$ cat src/rtl/button_conditioner.sv
// button_conditioner: per-channel 2-flop sync, debounce, press/release pulses and auto-repeat.
// Repeat is decoded from FSM state/count so a release in the same cycle can veto it.
module button_conditioner #(
  parameter int          N_BTN          = 5,
  parameter logic [31:0] DEBOUNCE_TICKS = 32'd1_000_000,
  parameter logic [31:0] HOLD_TICKS     = 32'd50_000_000,
  parameter logic [31:0] REPEAT_TICKS   = 32'd10_000_000
) (
  input  logic             clk,
  input  logic             rst,
  input  logic [N_BTN-1:0] btn_in,
  output logic [N_BTN-1:0] btn_level,
  output logic [N_BTN-1:0] btn_press,
  output logic [N_BTN-1:0] btn_release,
  output logic [N_BTN-1:0] btn_repeat
);
  typedef enum logic [1:0] {S_IDLE, S_HOLD, S_REPEAT} state_t;
  logic [N_BTN-1:0] s1, sync;
  always_ff @(posedge clk or posedge rst)
    if (rst) begin
      s1   <= '0;
      sync <= '0;
    end else begin
      s1   <= btn_in;
      sync <= s1;
    end
  for (genvar i = 0; i < N_BTN; i++) begin : g_ch
    logic [31:0] dcnt, rcnt, rcnt_n;
    logic        lvl, prs, rls, acc, rep;
    state_t      st, st_n;
    assign acc = sync[i] != lvl && dcnt == DEBOUNCE_TICKS - 32'd1;
    always_ff @(posedge clk or posedge rst)
      if (rst) begin
        dcnt <= '0;
        lvl  <= 1'b0;
        prs  <= 1'b0;
        rls  <= 1'b0;
        st   <= S_IDLE;
        rcnt <= '0;
      end else begin
        dcnt <= (sync[i] == lvl || acc) ? '0 : dcnt + 32'd1;
        lvl  <= acc ? sync[i] : lvl;
        prs  <= acc && sync[i];
        rls  <= acc && !sync[i];
        st   <= st_n;
        rcnt <= rcnt_n;
      end
    always_comb begin
      st_n   = st;
      rcnt_n = '0;
      rep    = 1'b0;
      if (HOLD_TICKS != 32'd0)
        case (st)
          S_IDLE: st_n = prs ? S_HOLD : S_IDLE;
          S_HOLD: begin
            rep    = rcnt == HOLD_TICKS - 32'd1;
            st_n   = rep ? S_REPEAT : S_HOLD;
            rcnt_n = rep ? '0 : rcnt + 32'd1;
          end
          S_REPEAT: begin
            rep    = rcnt == REPEAT_TICKS - 32'd1;
            rcnt_n = rep ? '0 : rcnt + 32'd1;
          end
          default: st_n = S_IDLE;
        endcase
      if (rls) begin
        st_n   = S_IDLE;
        rcnt_n = '0;
        rep    = 1'b0;
      end
    end
    assign btn_level[i]   = lvl;
    assign btn_press[i]   = prs;
    assign btn_release[i] = rls;
    assign btn_repeat[i]  = rep;
  end
endmodule

$ cat config.mk
export PLATFORM = sky130hd
export DESIGN_NAME = button_conditioner
export DESIGN_NICKNAME = d
export VERILOG_FILES = /design/src/rtl/button_conditioner.sv
export SDC_FILE = /design/constraint.sdc
export NUM_CORES = 1
export LEC_CHECK = 0
export CAP_MARGIN = 20
export CORE_ASPECT_RATIO = 2
export CORE_MARGIN = 3
export CORE_UTILIZATION = 46
export DETAILED_ROUTE_END_ITERATION = 16
export PLACE_DENSITY = 0.75
export SKIP_CTS_REPAIR_TIMING = 1
export SYNTH_ARGS = -nofsm -noshare
export SYNTH_HDL_FRONTEND = slang
export SYNTH_SLANG_ARGS = --single-unit
$ cat constraint.sdc
create_clock -name clk -period 10.25 [get_ports clk]
set_input_delay 1.025 -clock clk [delete_from_list [all_inputs] [get_ports clk]]
set_output_delay 1.025 -clock clk [all_outputs]
set_load 0.01 [all_outputs]
After elaboration in Yosys (flattened, before gate mapping)

Index checks and enable logic that the tools add are counted.

Register bits after elaboration: 355
Word-level logic and storage cells: 167
Bits of input ports: 7

$add $sub $neg: 10
Reductions and logical operators: 30
Equal/unequal tests: 40
Multiplexer cells: 55

Operators by type and width:

| kind                                                  | number |
|---|---|
| two-way mux 32 bit                                    | 20 |
| adder 32 x 1 -> 32 bit, second input constant         | 10 |
| case mux 32 bit (2 select lines)                      | 5 |
| equality test 32 x 20 -> 1 bit, second input constant | 5 |
| equality test 32 x 24 -> 1 bit, second input constant | 5 |
| equality test 32 x 26 -> 1 bit, second input constant | 5 |
| case mux 2 bit (3 select lines)                       | 5 |
| two-way mux 2 bit                                     | 10 |
| logical AND 1 bit                                     | 15 |
| equality test 2 x 1 -> 1 bit, second input constant   | 5 |
| equality test 2 bit, second input constant            | 5 |
| logical NOT 2 bit                                     | 5 |
| two-way mux 1 bit                                     | 10 |
| != test 2 bit, second input constant                  | 5 |
| case mux 1 bit (2 select lines)                       | 5 |
| equality test 1 bit                                   | 5 |
| logical NOT 1 bit                                     | 5 |
| logical OR 1 bit                                      | 5 |
| != test 1 bit                                         | 5 |

Longest topological paths before layout

Gate-level depths: netlist (run 1).

Depth after elaboration: 4
Depth in mapped cells: 8

Worst setup path after synthesis (run 1)

Ideal clock, no wire load.

Path kind: reg2out
Start point: register g_ch[1].rcnt[21]
End point: output btn_repeat[1]
Cell stages (with the launch flop): 7
Setup slack: 7.228 ns
Data required time: 9.225 ns
Data arrival time: 1.997 ns
Cell sequence: dfrtp_1 or4b_2 nor4_1 nand4_1 or2_2 a21boi_0 buf_4

Cells in the longest elaborated chain, start to end: 3

RTL lines:

| what                                                                                    | RTL line | source |
|---|---|---|
| start: declaration                                                                      | 28       | `logic [31:0] dcnt, rcnt, rcnt_n;` |
| start signal: assignment                                                                | 46       | `rcnt <= rcnt_n;` |
| equality test 32 x 24 -> 1 bit / equality test 32 x 26 -> 1 bit (equally long branches) | 61, 56   |  |
| case mux 1 bit (2 select lines) *                                                       | 53       | `case (st)` |
| two-way mux 1 bit *                                                                     | 66       | `if (rls) begin` |
| end: declaration                                                                        | 15       | `output logic [N_BTN-1:0] btn_repeat` |

Every way passes the cells marked *; elsewhere a longest branch is shown, timed or not.

Worst setup path after layout (run 1)

Start point: register g_ch[0].rcnt[7]
End point: output btn_repeat[0]

Cells in the longest elaborated chain, start to end: 3

RTL lines:

| what                                                                                    | RTL line |
|---|---|
| start: declaration                                                                      | 28 |
| start signal: assignment                                                                | 46 |
| equality test 32 x 24 -> 1 bit / equality test 32 x 26 -> 1 bit (equally long branches) | 61, 56 |
| case mux 1 bit (2 select lines) *                                                       | 53 |
| two-way mux 1 bit *                                                                     | 66 |

Marks and branches as above.

==> results by group, run 1 <==
Outcome
  – Status: finished clean

Timing
  – Fin crit share: 42.2%
  – Count of final setup violators: 0
  – Tmin final: 4.32 ns
  – Slew HR: 30.4%
  – Worst-Margin Slew: 1.04 ns
  – RSZ-0062 raised after global routing: no
  – Setup ws final: 5.93 ns
  – Fin. max-slew vios: 0
  – Fin Setup TNS: 0 ns
  – Hold slack: 0.353 ns
  – Hold Violations, Final: 0
  – Setup Skew: 0.0291 ns
  – Fmax: 231 MHz

Floorplan
  – Starting Density: 47.0%
  – Core area: 38300 um^2
  – Die height: 286 um
  – Die Area: 41700 um^2
  – I/O pin total: 27
  – Chip width: 146 um
  – Rows: 101

Place
  – Hpwl dp: 24.9 mm
  – Placement Setup Slack: 6.51 ns
  – IO buf count: 26
  – Placer Congestion: 0.847
  – Dpl cells: 2351

Setup path
  – Critical path startpoint category: register
  – Cell family with most CP delay: simple AND/OR/NAND/NOR gates
  – Critical path buffers and inverters: 1
  – CP max FO: 6
  – WS Path Type: register to output pin
  – Critical path endpoint category: output pin
  – CP max-delay cell: clkdlybuf4s50_1
  – CP required: 9.23 ns
  – Worst EP arrival: 3.30 ns
  – Crit-path cells: or4_1, nor4_1, and3_1, nand2_1, a21boi_0, clkdlybuf4s50_1
  – Critical Path Max Stage Delay: 0.60 ns

Synthesis
  – Sequential area share after synthesis: 49.4%
  – Post-synth EDFFs: 0
  – Synth Area in Compound Gates: 1.44%
  – Xor/xnor share of the synthesized area: 14.6%
  – Yosys cell types: 56
  – Main combinational cell family by area after synthesis: simple AND/OR/NAND/NOR gates
  – Syn Inst Count: 1872
  – Synth Area in Adders: 1.74%
  – Syn_nets: 1904
  – Post-synth ARST share: 100%
  – Post-Syn Area: 18000 um^2
  – Synth Warn #: 0
  – Avg Inst Size Synth: 9.61 um^2
  – Synth Area in Simple Gates: 29.0%
  – Post-synthesis register bit count: 355
  – Mux share of post-synthesis cell area: 0.369%
  – Top FF cell, synth: dfrtp_1

CTS
  – Clk pin slew, worst setup/hold paths: 0.07 ns
  – Clk Latency, worst-skew pair: 0.55 ns
  – Root Buffer: clkbuf_16
  – CTS max path bufs: 3
  – Cts bufs inserted: 34
  – TritonCTS clock tree: done
  – Clk sink count: 355
  – H-tree Lvls: 2

GRT
  – Number of global-route vias before repair: 14200
  – Grt total ovfl: 0
  – Largest net degree at the start of global routing: 81
  – Antenna violations before repair: 0
  – First-pass GRT wire length: 64.5 mm
  – Total Routing Usage GR: 17.8%

Drt
  – Antenna Nets Post-Route: 0
  – First-pass DRT Iterations: 7
  – Via Count: 13500
  – DR DRC count: 0
  – Final WL: 36.9 mm
  – Via density: 5.61
  – Wire per inst: 15.3 um
  – Iter 0 DRT Violations: 923

Layout
  – Core Util, Final: 51.8%
  – Nets: 1908
  – Final Non-Filler Cells: 2414
  – Most frequent cells in the layout: dfrtp_1 (355), nor2_1 (331), xnor2_1 (151)
  – Antenna fix cells: 0
  – Layout area overhead: 10.3%
  – Commonest non-fill, non-tap cell in the layout: dfrtp_1
  – Share of layout cells above drive strength 1: 5.21%
  – Fill count: 3382

Power and ir drop
  – Peak VDD IR: 0.0914 mV
  – LEAKAGE: 0.00777 uW
  – PD cells: 138 nW/um^2

Hold path
  – Min-delay worst type: register to register

Flow run
  – Number of max-cap violations: 0
per-layer routing:
metal	vias up	part of all wire [%]	track usage [%]
met4	0	3.4	7.63
met5	-	0	0
met3	98	2.6	2.14
li1	6454	-	-
met2	256	55	33.8
met1	6723	39	19.7
worst paths after layout:
kind	endpoint	cells after the start	slack, ns	startpoint
min in group asynchronous	g_ch[4].rcnt[27]	3	0.84	rst
max	btn_repeat[0]	6	5.93	g_ch[0].rcnt[7]
max in group asynchronous	g_ch[3].rcnt[22]	4	7.72	rst
min	sync[0]	0	0.35	s1[0]
max reg2reg	g_ch[3].dcnt[19]	6	7.43	g_ch[3].dcnt[0]
min reg2reg	sync[0]	0	0.35	s1[0]
cell usage after synthesis, drive strengths merged (2+ instances only):
cell	instances	area, um^2
a31oi	4	25.0
a211oi	2	15.0
and4	25	219
or4bb	2	22.5
nand3	133	671
nand4b	5	43.8
and2	15	93.8
clkbuf	37	140
nor4	86	582
nor2	331	1240
nor4b	8	70.1
or2	3	18.8
nor4bb	3	30.0
a21boi	3	22.5
dfrtp	355	8880
nor3b	14	105
or4	18	135
nand4	99	619
mux2	5	56.3
a221oi	2	17.5
nand2b	3	18.8
o21ai	6	41.3
nand3b	5	37.5
buf	39	270
nand2	109	409
a21oi	12	60.1
or4b	5	50.1
inv	58	218
ha	25	313
and3	54	338
or3	5	31.3
xor2	149	1310
xnor2	151	1320
o21a	2	15.0
nor3	82	410
nor2b	7	43.8
state kept, by name, indices dropped and copies added, names as in the netlist:
name	flops
g_ch.dcnt	160
g_ch.rcnt	160
g_ch.st	10
g_ch.lvl	5
g_ch.prs	5
g_ch.rls	5
s1	5
sync	5
worst register-to-register path, cell delays in order (launching register included):
cell and delay (ns):
dfrtp_1 0.39, ha_1 0.22, inv_1 0.08, or3_1 0.39, or4_1 0.63, nand2_1 0.81
nor2_1 0.14
final cells by class:
type | count | area, um^2 | area share, %
Inverter | 58 | 221 | 1.12
Tap cell | 515 | 644 | 3.25
Clock buffer | 44 | 938 | 4.73
Multi-Input combinational cell | 1383 | 8490 | 42.8
Sequential cell | 355 | 8880 | 44.8
Clock inverter | 15 | 186 | 0.939
Timing Repair Buffer | 44 | 479 | 2.41
power breakdown:
| part | switching, uW | internal [uW] | leakage (uW) |
|---|---|---|---|
| Combinational | 42.1 | 12.2 | 0.00229 |
| Sequential | 7.51 | 1410 | 0.00493 |
| Clock | 565 | 712 | 0.000550 |
| Total | 614 | 2130 | 0.00777 |
logic make-up (layout without fill, tap and decap cells):
logic type | after synthesis | count (layout)
compound gates | 38 | 38
xor+xnor | 300 | 300
buf+inv | 134 | 161
simple gates | 1014 | 1014
flops | 355 | 355
fa+ha+maj | 25 | 25
mux | 6 | 6
stage by stage:
step | instance area, um^2 | power (uW)
final | 19800 | 2750
after global routing | 19800 | 2850
after CTS | 19700 | 2780
after detailed placement | 18600 | 1490
after global placement | 18600 | 1490
after floorplan | 18000 | 1480
No activity file was read; power rests on OpenSTA's default activity.
==> inputs of run 2 (changes only) <==
==> constraint.sdc (replaced) <==
create_clock -name clk -period 3.6 [get_ports clk]
set_input_delay 0.36 -clock clk [delete_from_list [all_inputs] [get_ports clk]]
set_output_delay 0.36 -clock clk [all_outputs]
set_load 0.01 [all_outputs]
==> results by group, run 2 (synthesis gave the netlist of run 1 again) <==
Layout
  – Reg area: 8880 um^2 (unchanged)
  – Largest registers: g_ch.dcnt (160), g_ch.rcnt (160), g_ch.st (10)
  – Multi-input logic area: 8530 um^2 (+0.44%)
  – Nets: 1917 (+0.47%)
  – Fill count: 3355 (-0.80%)
  – Final Non-Filler Cells: 2425 (+0.46%)
  – Final Instance Area: 19900 um^2 (+0.46%)
  – Share of layout cells above drive strength 1: 5.97% (+0.76 points)
  – Layout area overhead: 10.8%
  – Commonest non-fill, non-tap cell in the layout: dfrtp_1
  – Most frequent cells in the layout: dfrtp_1 (355), nor2_1 (331), xnor2_1 (151)
  – Antenna fix cells: 0 (unchanged)

GRT
  – Largest net degree at the start of global routing: 87 (+7.4%)
  – Number of global-route vias before repair: 13900 (-2.6%)
  – Grt total ovfl: 0 (unchanged)
  – Antenna violations before repair: 0 (unchanged)
  – First-pass GRT wire length: 65.3 mm (+1.2%)
  – Total Routing Usage GR: 18.1% (+0.36 points)

Power and ir drop
  – Peak VDD IR: 0.290 mV (+220%)
  – Final Power: 7910 uW (+190%)
  – Net Switching: 1710 uW (+180%)
  – PD cells: 397 nW/um^2 (+190%)
  – Logic pwr share: 2.0% (about the same)
  – Power Internal: 6200 uW (+190%)
  – Clk pwr share: 47.1% (+0.6 points)
  – Sequential power share: 50.9% (-0.6 points)
  – Sw Share: 21.7% (-0.72 points)
  – LEAKAGE: 0.00781 uW (+0.54%)

Floorplan
  – Die Area: 41700 um^2 (unchanged)
  – Starting Density: 47.0% (unchanged)
  – I/O pin total: 27 (unchanged)
  – Core area: 38300 um^2 (unchanged)
  – Rows: 101 (unchanged)
  – Die height: 286 um (unchanged)
  – Chip width: 146 um (unchanged)

Drt
  – Antenna Nets Post-Route: 0 (unchanged)
  – Via Count: 13400 (-0.75%)
  – Wire per inst: 15.5 um (+1.6%)
  – Final WL: 37.7 mm (+2.0%)
  – Via density: 5.54 (-1.2%)
  – First-pass DRT Iterations: 5 (-2)
  – Iter 0 DRT Violations: 619 (-33%)
  – DR DRC count: 0 (unchanged)

Timing
  – Worst-Margin Slew: 1.08 ns (+0.0399 ns)
  – Fin. max-slew vios: 0 (unchanged)
  – Hold Violations, Final: 0 (unchanged)
  – Count of final setup violators: 0 (unchanged)
  – Slew HR: 27.3% (-3.1 points)
  – Fin Setup TNS: 0 ns (unchanged)
  – Fin crit share: 95.9%
  – Setup Skew: 0.0320 ns (+0.00288 ns)
  – RSZ-0062 raised after global routing: no
  – Hold slack: 0.171 ns (-0.182 ns)
  – Fmax: 290 MHz
  – Tmin final: 3.45 ns

Setup path
  – Crit-path cells: nor4b_1, nand4b_1, nor4_1, o2bb2a_1, nor2_1, clkdlybuf4s50_1
  – CP max FO: 4 (-2)
  – CP max-delay cell: nor4_1
  – Worst EP arrival: 3.09 ns (-0.21 ns)
  – WS Path Type: register to output pin
  – CP required: 3.24 ns (-5.99 ns)
  – Setup crit start: g_ch[2].rcnt[26]
  – Critical path endpoint category: output pin
  – Critical path startpoint category: register
  – Critical R2R Launch: g_ch[4].rcnt[8]
  – Critical Path Max Stage Delay: 0.63 ns (+0.03 ns)

Place
  – IO buf count: 26 (unchanged)
  – Dpl cells: 2364 (+0.55%)
  – Hpwl dp: 26.1 mm (+4.9%)
  – Placer Congestion: 0.880 (+4.0%)
  – Placed instance area: 18700 um^2 (+0.71%)

CTS
  – CTS max path bufs: 3 (unchanged)
  – H-tree Lvls: 2 (unchanged)
  – Root Buffer: clkbuf_16
  – Clk sink count: 355 (unchanged)
  – Cts bufs inserted: 34 (unchanged)
  – TritonCTS clock tree: done
  – Clk pin slew, worst setup/hold paths: 0.07 ns (about the same)
  – Clk Latency, worst-skew pair: 0.54 ns (about the same)

Flow run
  – Number of max-cap violations: 0 (unchanged)

Outcome
  – Status: finished clean

Hold path
  – Min-delay worst type: input pin to async pin
## run 2: worst paths after layout
| check | end | slack [ns] | cells after the start |
|---|---|---|---|
| worst max-delay path | btn_repeat[2] | 0.15 | 6 |
| max in group asynchronous | g_ch[2].dcnt[7] | 2.35 | 4 |
| min in group clk | s1[3] | 0.26 | 1 |
| worst max register to register | g_ch[4].rcnt[12] | 0.79 | 5 |
| worst min register to register | sync[2] | 0.34 | 0 |
| worst min-delay path | g_ch[4].rcnt[19] | 0.17 | 2 |
## run 2: routing by layer
| metal | up-vias | routed length [um] | GRT usage, % |
|---|---|---|---|
| met5 | - | 0 | 0 |
| met4 | 0 | 1210 | 7.37 |
| met3 | 83 | 891 | 2.17 |
| met2 | 182 | 21000 | 34.9 |
| met1 | 6697 | 14600 | 20.0 |
| li1 | 6468 | - | - |
## run 2: metrics by stage
step / utilization (%) / worst slack [ns]
floorplan: - / -1.52
global placement: 48.9 / 0.479
detailed placement: 48.9 / 0.496
CTS: 52.0 / -0.0764
global route: 52.1 / 0.00234
finish: 52.1 / 0.146
## run 2: cell type report
cell class,count,area share [%]
clock inverters,16,1.08
multi-input cells,1383,42.8
flip-flops and latches,355,44.6
clock buffers,45,4.73
repair buffers,53,2.51
well taps,515,3.23
inverters,58,1.11
## run 2: critical path, delay by kind of cell, from the launching register on
| kind | cells | cell delay [ns] |
|---|---|---|
| compound gates | 1 | 0.30 |
| buf+inv | 1 | 0.55 |
| flops | 1 | 0.43 |
| simple gates | 4 | 1.27 |
## run 2: power by group through the flow
stage	Combinational [uW]	Sequential, uW	Clock (uW)
2_1_floorplan	106	4100	0
3_3_place_gp	159	4100	0
3_5_place_dp	164	4100	0
4_1_cts	165	4030	3810
5_1_grt	183	4030	3970
6_report	157	4030	3730
==> inputs of run 3 (changes only) <==
--- a/config.mk
+++ b/config.mk
@@ -6,7 +6,7 @@
 export NUM_CORES = 1
 export LEC_CHECK = 0
 export CAP_MARGIN = 20
-export CORE_ASPECT_RATIO = 2
+export CORE_ASPECT_RATIO = 1.5
 export CORE_MARGIN = 3
 export CORE_UTILIZATION = 46
 export DETAILED_ROUTE_END_ITERATION = 16
==> results by group, run 3 (synthesis gave the netlist of run 1 again) <==
Outcome
  – Status: finished clean

Floorplan
  – Rows: 88 (-13%)
  – I/O pin total: 27 (unchanged)
  – Chip width: 167 um (+15%)
  – Die Area: 41600 um^2 (-0.23%)
  – Core area: 38500 um^2 (+0.64%)
  – Starting Density: 46.7% (-0.30 points)
  – Die height: 248 um (-13%)

Setup path
  – Critical path buffers and inverters: 1 (unchanged)
  – CP max-delay cell: clkdlybuf4s50_1
  – Most common cell on crit path: or4_1
  – Crit-path cells: or4_1, or4_1, nor3_1, nand2_1, a21boi_0, clkdlybuf4s50_1
  – Crit path depth: 6 (unchanged)
  – CP required: 3.24 ns (about the same)
  – CP max FO: 6 (+2)
  – Critical path startpoint category: register
  – WS Path Type: register to output pin
  – Path depth of the worst reg2reg path: 5 (unchanged)
  – Critical Path Max Stage Delay: 0.57 ns (-0.06 ns)
  – Cell family with most CP delay: simple AND/OR/NAND/NOR gates
  – Critical path endpoint category: output pin
  – Worst EP arrival: 3.07 ns (-0.02 ns)

GRT
  – Total Routing Usage GR: 17.4% (-0.77 points)
  – Antenna violations before repair: 1 (+1)
  – Largest net degree at the start of global routing: 88 (+1.1%)
  – Number of global-route vias before repair: 13800 (-0.43%)
  – Grt total ovfl: 0 (unchanged)
  – First-pass GRT wire length: 62.7 mm (-3.9%)

Timing
  – Fin crit share: 95.3% (-0.62 points)
  – Slew HR: 34.1% (+6.8 points)
  – Hold Violations, Final: 0 (unchanged)
  – Setup Skew: 0.0231 ns (-0.00891 ns)
  – Setup ws final: 0.168 ns (+0.0223 ns)
  – Worst-Margin Slew: 0.981 ns (-0.101 ns)
  – RSZ-0062 raised after global routing: no
  – Count of final setup violators: 0 (unchanged)
  – Hold slack: 0.270 ns (+0.0988 ns)
  – Fmax: 291 MHz (+0.65%)
  – Tmin final: 3.43 ns (-0.0223 ns)
  – Fin. max-slew vios: 0 (unchanged)

Layout
  – Most frequent cells in the layout: dfrtp_1 (355), nor2_1 (331), xnor2_1 (151)
  – Antenna fix cells: 0 (unchanged)
  – Multi-input logic area: 8530 um^2 (about the same)
  – Core Util, Final: 52.1% (about the same)
  – Commonest non-fill, non-tap cell in the layout: dfrtp_1
  – Reg area: 8880 um^2 (unchanged)
  – Share of layout cells above drive strength 1: 6.02% (+0.056 points)
  – Largest registers: g_ch.dcnt (160), g_ch.rcnt (160), g_ch.st (10)
  – Layout area overhead: 11.5%
  – Final Instance Area: 20100 um^2 (+0.64%)
  – Nets: 1914 (-0.16%)
  – Fill count: 3336 (-0.57%)

CTS
  – Root Buffer: clkbuf_16
  – Clk sink count: 355 (unchanged)
  – CTS max path bufs: 3 (unchanged)
  – TritonCTS clock tree: done
  – H-tree Lvls: 2 (unchanged)
  – Clk pin slew, worst setup/hold paths: 0.06 ns (about the same)
  – Cts bufs inserted: 36 (+5.9%)
  – Clk Latency, worst-skew pair: 0.53 ns (about the same)

Drt
  – Antenna Nets Post-Route: 0 (unchanged)
  – First-pass DRT Iterations: 4 (-1)
  – Wire per inst: 14.9 um (-4.4%)
  – Iter 0 DRT Violations: 714 (+15%)
  – DR DRC count: 0 (unchanged)
  – Via density: 5.53 (about the same)
  – Final WL: 35.7 mm (-5.2%)
  – Via Count: 13300 (-0.92%)

Power and ir drop
  – Clk pwr share: 50.1% (+3.0 points)
  – LEAKAGE: 0.00792 uW (+1.4%)
  – Power Internal: 6660 uW (+7.4%)
  – Sequential power share: 48.1% (-2.8 points)
  – Peak VDD IR: 0.256 mV (-12%)
  – Logic pwr share: 1.8% (-0.2 points)
  – Sw Share: 20.6% (-1.1 points)
  – Final Power: 8380 uW (+5.9%)
  – PD cells: 418 nW/um^2 (+5.3%)
  – Net Switching: 1730 uW (+0.75%)

Place
  – Placer Congestion: 0.843 (-4.2%)
  – Placed instance area: 18700 um^2 (-0.33%)
  – Placement Setup Slack: 0.592 ns (+0.0960 ns)
  – Hpwl dp: 23.7 mm (-9.0%)
  – IO buf count: 26 (unchanged)

Flow run
  – Number of max-cap violations: 0 (unchanged)

Hold path
  – Min-delay worst type: input pin to register
  – Hold depth: 1
[run 3: stage by stage]
stage | std cells | setup TNS, ns
global route | 2404 | 0
floorplan | 1872 | -538.30
CTS | 2404 | -0.0729
detailed placement | 2339 | 0
finish | 2404 | 0
global placement | 2339 | 0
[run 3: routing by layer]
| metal | vias to the layer above | global-route usage (%) | wire length [um] |
|---|---|---|---|
| met2 | 192 | 32.0 | 18800 |
| met1 | 6563 | 21.0 | 14900 |
| met4 | 0 | 5.78 | 845 |
| met3 | 61 | 2.40 | 1120 |
| met5 | - | 0 | 0 |
| li1 | 6490 | - | - |
[run 3: path summary, 6_finish.rpt]
check | startpoint | endpoint | slack, ns
min | btn_in[4] | s1[4] | 0.27
max | g_ch[4].rcnt[8] | btn_repeat[4] | 0.17
max in group asynchronous | rst | g_ch[1].rcnt[6] | 2.31
min in group asynchronous | rst | g_ch[2].dcnt[7] | 0.35
min reg2reg | s1[1] | sync[1] | 0.34
max reg2reg | g_ch[4].rcnt[8] | g_ch[4].rcnt[6] | 0.80
[run 3: worst reg2reg max path: stages, from the launching register on]
cell and delay, ns:
dfrtp_1 0.43, or4_1 0.52, or4_1 0.53, o31a_1 0.36, o21ai_4 0.66, nor2_1 0.15
[run 3: power by group through the flow]
stage	clock network (uW)	logic, uW	registers [uW]
after floorplan	0	106	4100
after global placement	0	158	4100
after detailed placement	0	162	4100
after CTS	4310	163	4030
after global routing	4440	181	4030
final	4200	154	4030
[run 3: final cells by class]
type | instances | area share, %
inverters | 58 | 1.10
clock buffers | 50 | 5.41
multi-input cells | 1383 | 42.5
flip-flops and latches | 355 | 44.3
clock inverters | 15 | 1.30
well taps | 495 | 3.09
repair buffers | 48 | 2.32
